$ cat src/rtl/fetch_unit.sv
// Two-state instruction fetch: FETCH waits on imem_ready, HOLD waits on retire.
// Computes the next PC (sequential, branch, jump) and counts retired instructions.
module fetch_unit #(
  parameter logic [31:0] RESET_PC = 32'h0000_0000
) (
  input  logic        clk,
  input  logic        rst_n,
  output logic [31:0] imem_addr,
  output logic        imem_req,
  input  logic        imem_ready,
  input  logic [31:0] imem_rdata,
  output logic [31:0] instr,
  output logic [5:0]  op_code,
  output logic        instr_valid,
  output logic [31:0] pc_plus4,
  input  logic        retire,
  input  logic        branch,
  input  logic        zero,
  input  logic        jump,
  output logic [31:0] retired_count
);

  localparam logic [0:0] S_FETCH = 1'b0;
  localparam logic [0:0] S_HOLD  = 1'b1;

  logic [0:0]  state_q, state_d;
  logic [31:0] pc_q, pc_d;
  logic [31:0] instr_q, instr_d;
  logic        vld_q, vld_d;
  logic [31:0] cnt_q, cnt_d;

  logic [31:0] br_off;
  logic [31:0] next_pc;

  assign pc_plus4      = pc_q + 32'd4;
  assign imem_addr     = pc_q;
  assign imem_req      = (state_q == S_FETCH);
  assign instr         = instr_q;
  assign op_code       = instr_q[31:26];
  assign instr_valid   = vld_q;
  assign retired_count = cnt_q;

  // Word offset of the branch, sign-extended and scaled to bytes.
  assign br_off = {{14{instr_q[15]}}, instr_q[15:0], 2'b00};

  always_comb begin
    next_pc = pc_plus4;
    if (jump) begin
      next_pc = {pc_plus4[31:28], instr_q[25:0], 2'b00};
    end else if (branch && zero) begin
      next_pc = pc_plus4 + br_off;
    end
  end

  always_comb begin
    state_d = state_q;
    pc_d    = pc_q;
    instr_d = instr_q;
    vld_d   = vld_q;
    cnt_d   = cnt_q;
    case (state_q)
      S_FETCH: begin
        if (imem_ready) begin
          instr_d = imem_rdata;
          vld_d   = 1'b1;
          state_d = S_HOLD;
        end
      end
      default: begin
        // Control inputs only matter on the retire edge.
        if (retire) begin
          pc_d    = next_pc;
          vld_d   = 1'b0;
          cnt_d   = cnt_q + 32'd1;
          state_d = S_FETCH;
        end
      end
    endcase
  end

  always_ff @(posedge clk) begin
    if (!rst_n) begin
      state_q <= S_FETCH;
      pc_q    <= RESET_PC;
      instr_q <= 32'h0000_0000;
      vld_q   <= 1'b0;
      cnt_q   <= 32'h0000_0000;
    end else begin
      state_q <= state_d;
      pc_q    <= pc_d;
      instr_q <= instr_d;
      vld_q   <= vld_d;
      cnt_q   <= cnt_d;
    end
  end

endmodule

$ cat config.mk
export PLATFORM = sky130hd
export DESIGN_NAME = fetch_unit
export DESIGN_NICKNAME = d
export VERILOG_FILES = /design/src/rtl/fetch_unit.sv
export SDC_FILE = /design/constraint.sdc
export NUM_CORES = 1
export LEC_CHECK = 0
export BUFFER_PORTS_ARGS = -buffer_cell sky130_fd_sc_hd__buf_4
export CORE_MARGIN = 2
export CORE_UTILIZATION = 54
export DETAILED_ROUTE_END_ITERATION = 12
export PLACE_DENSITY = 0.82
export SYNTH_ARGS = -nofsm -noshare
export SYNTH_HDL_FRONTEND = slang
export SYNTH_SLANG_ARGS = --single-unit
$ cat constraint.sdc
create_clock -name clk -period 4.3 [get_ports clk]
set_clock_uncertainty 0.05 [all_clocks]
set_input_delay 0.215 -clock clk [delete_from_list [all_inputs] [get_ports clk]]
set_output_delay 0.215 -clock clk [all_outputs]
set_load 0.005 [all_outputs]
* After elaboration in Yosys (flattened, before gate mapping)
Cells that the tools add are included.
Word-level totals: output and inout port bits 136, logic and storage cells 23, register bits after elaboration 98
Operators by class: eq/ne operators 1, add/subtract/negate cells 3, bitwise operators 1, mux-type cells 8, reductions and logical operators 5
Operators by type and width (count):
- $mux 32 | 2
- $add 32x1->32 const B | 1
- $add 32x3->32 const B | 1
- $add 32x32->32 | 1
- $mux 1 | 6
- $reduce_and 2->1 | 3
- $ne 2x2->1 const B | 1
- $reduce_bool 2->1 | 1
- $logic_and 1x1->1 | 1
- $not 1->1 | 1

* Logic depth before layout (Yosys ltp)
depth after elaboration 4, depth in mapped cells 17

* Worst setup path before layout
No wires, ideal clock.
path type reg-to-reg, from register pc_q[2] (netlist: imem_addr[2]), to register pc_q[31] (netlist: imem_addr[31]), setup time 123 ps, period minus slack after synthesis 3824 ps, arrival 3650 ps, required time 4127 ps, setup slack 476 ps, stages on the path, launching flop included 17, cell sequence dfxtp_1 > ha_1 > and4_1 > clkbuf_1 > and2_1 > nand3_1 > xnor2_1 > ha_1 > a21o_1 > a221oi_2 > o21a_2 > a2bb2oi_2 > a21oi_2 > or4_1 > a31oi_1 > xnor2_1 > o21ai_1
Between the ends: longest elaborated chain between the ends 4
RTL lines:
- start, declared | RTL line 27 | logic [31:0] pc_q, pc_d;
- start signal, assigned | RTL line 90 | pc_q <= pc_d;
- $add 32x3->32 | RTL line 35 | assign pc_plus4 = pc_q + 32'd4;
- net pc_plus4[16] | RTL line 15 | output logic [31:0] pc_plus4,
- $add 32x32->32 | RTL line 51 | next_pc = pc_plus4 + br_off;
- $mux 32 | RTL line 50 | end else if (branch && zero) begin
- $mux 32 | RTL line 48 | if (jump) begin
The timed path passes the listed nets, and every way through them passes these cells. A chain may end at the register's enable or synchronous reset.

* Worst setup path in the final report
from register pc_q[11] (netlist: imem_addr[11]), to register pc_q[31] (netlist: imem_addr[31])
Between the ends: longest elaborated chain between the ends 4
RTL lines (RTL line):
- $add 32x3->32 * | 35
- $add 32x32->32 | 51
- $mux 32 | 50
- $mux 32 * | 48
Mark *: on every way between the ends. The rest lies on a longest branch, timed or not.

==> flow_summary.toml <==
[logic_synthesis]
syn_inst = 806
yosysMostFrequentCell = "nand2_1"
synth-compound-area-share_pct = 21.5
yosysWarnings = 0
ys_types = 65
synth-edff-count = 0
muxShareOfSynthArea_pct = 0.782
synth-seq-cells = 96
synth_top_area_cell = "dfxtp_1"
synth_xor_area_share_pct = 10.7
synth_adder_area_share_pct = 7.55
yosysSeqAreaShare_pct = 30.0
yosysTopAreaCellShare_pct = 30.0
synth_top_family_by_area = "simple AND/OR/NAND/NOR gates"
synthTopCellsByCount = "nand2_1 (136), dfxtp_1 (96), xnor2_1 (46), nor2_1 (43)"
synthSimpleGateAreaFrac_pct = 25.1
ys.flop_type = "dfxtp_1"
synthesis.area_um2 = 6400
avgSynthCellArea_um2 = 7.94
ys_async_sr_fraction_pct = 0
synthTopCellsByArea = "dfxtp_1 (30%), nand2_1 (8.0%), ha_1 (7.2%)"

[floorplanning]
die_w_um = 113
die_h_um = 113
fp-row-count = 39
core_area_um2 = 11500
die-area_um2 = 12700
start_util_pct = 55.8
io_pins = 175

[global_routing]
grtUsageTotal_pct = 28.1
overflow = 0
grt_max_degree = 85
grt_first_pass_wirelength_mm = 29.1
grt_pass1_vias = 5867
antenna_found_initial = 0

[final_layout]
fill_cells = 954
fin_nets = 1031
layout-drive-gt1-share_pct = 22.3
multi_input_area_um2 = 4230
area_growth_syn_to_layout_pct = 25.3
register_area_um2 = 1920
insertedDiodeCount = 0
finish.utilization_pct = 69.9

[power_and_ir_drop]
p_comb_share_pct = 16.4
p_per_area_nw_per_um2 = 257
clkPwrFrac_pct = 37.0
internal-power_w = 0.00148
swShare_pct = 27.8
p_sw_w = 0.000572
total_leakage_power_nw = 3.75
ir_worst_vdd_mv = 0.227
seqPwrFrac_pct = 46.6

[setup_path]
critPathLaunchType = "flop"
critPathMaxFanout = 7
critPathCaptureType = "flop"
path_class = "flop to flop"
cp_data_required_time_ns = 4.47
rrSetupSlack_ns = 0.22
critPathArrivalTime_ns = 4.25

[timing]
setup_viol = 0
maxSlewHeadroom_pct = 22.1
rsz0062_at_grt = "no"
finalSetupTns_ns = 0
fmaxAchievable_ghz = 0.245
worstMarginPinSlew_ns = 1.17
fin_crit_ns = 4.08
final.period_utilization_pct = 95.0
slew_violations = 0
hold_viol_final = 0

[route]
drt_pass1_iterations = 5
drt_wl_total_mm = 18.3
routedWlPerCell_um = 16.6
viasPerCell = 5.83
vias = 6430
drt_iter0_markers = 418
drtAntennaViolNets = 0
drc = 0

[hold_path]
hold_class = "input pin to flop"

[clock_network]
clockBufferDepth = 2
cts.root.buffer_cell = "clkbuf_16"
cts_max_level = 3
numCtsBuffers = 9
insertion_delay_ns = 0.35
tritoncts = "yes"
clk_pin_slew_ns = 0.07
clock_sinks = 96

[placed_design]
dp_hpwl_mm = 13.4
port_buffers = 170
place_congestion = 0.983

[run]
cap_violations = 0

[status]
status = "completed"
-- final cells by class --
cell class | instances | share of cell area [%]
clock buffer | 10 | 2.98
clock inverter | 6 | 0.531
inverter | 16 | 0.749
multi-input combinational | 652 | 52.8
sequential | 96 | 24.0
tap | 143 | 2.23
timing repair buffer | 179 | 16.8
-- final timing paths --
check                             start                          to  depth (start not counted)
max          imem_addr[11]$_SDFFE_PN0P_  imem_addr[31]$_SDFFE_PN0P_                         15
max reg2reg  imem_addr[11]$_SDFFE_PN0P_  imem_addr[31]$_SDFFE_PN0P_                         15
min reg2reg    instr_valid$_SDFFE_PN0P_    instr_valid$_SDFFE_PN0P_                          1
min                          imem_ready          state_q$_SDFF_PN0_                          2
-- critical path, stage by stage, from the launching register on --
cell     delay (ns)
dfxtp_1        0.44
and4_1         0.28
and4_1         0.22
and3_1         0.26
nand2_1        0.18
nor2_2         0.21
xor2_1         0.34
ha_1           0.34
a21o_1         0.18
a21o_1         0.19
a21o_1         0.19
a21o_1         0.20
or4_1          0.46
a31oi_1        0.20
xnor2_1        0.14
o21ai_1        0.06
-- sequential cells by signal (all words and copies together), names as in the netlist --
register	count
imem_addr	30
instr	32
instr_valid	1
retired_count	32
state_q	1
-- placed cells by master, fill, tap and decap left out, drive strengths merged, types with 29 or more instances in the layout --
cell / synthesis / layout
buf: 12 / 179
nand2: 136 / 136
dfxtp: 96 / 96
xnor2: 46 / 46
nor2: 43 / 43
a21oi: 40 / 40
and2: 39 / 39
a21boi: 38 / 38
ha: 37 / 37
o21ai: 36 / 36
xor2: 32 / 32
nand3: 29 / 29
-- power by group through the flow --
stage	registers, W	logic [W]	clock network (W)
after floorplan	0.000972	0.000195	0
after global placement	0.000977	0.000330	0
after detailed placement	0.000978	0.000333	0
after CTS	0.000958	0.000335	0.000779
after global routing	0.000963	0.000372	0.000811
final	0.000959	0.000338	0.000760
-- routing by layer --
layer,vias up,track usage (%),part of all wire [%]
met5,-,0,0
met4,0,10.9,2.8
met3,45,6.05,7.6
met2,267,45.3,45
met1,2994,36.8,44
li1,3124,-,-
-- kinds of logic after synthesis --
| kind of cell | count (synthesis) |
|---|---|
| xor gates and xnor gates | 78 |
| DFF | 96 |
| and+or+nand+nor | 325 |
| other | 1 |
| AOI/OAI and AO/OA | 202 |
| muxes | 5 |
| adders and majority gates | 38 |
| buffers and inverters | 61 |
-- stage by stage --
stage | cells | instance area [um2] | setup WS [ns] | total power [W] | hold WS, ns
final | 1102 | 8020 | 0.216 | 0.00206 | 0.0261
after global routing | 1102 | 8020 | 0.00292 | 0.00215 | 0.0382
after detailed placement | 1085 | 7710 | 0.211 | 0.00131 | 0.389
after global placement | 1085 | 7710 | 0.352 | 0.00131 | 0.394
after floorplan | 809 | 6410 | 0.476 | 0.00117 | 0.275
after CTS | 1101 | 8000 | 0.165 | 0.00207 | 0.0161
-- repair_timing --
item	CTS	global route
endpoints found under the setup margin	0	2
resized for setup	0	4
hold buffers	0	0
buffers inserted	0	1
Note: power is estimated with default switching activity, not from simulation.
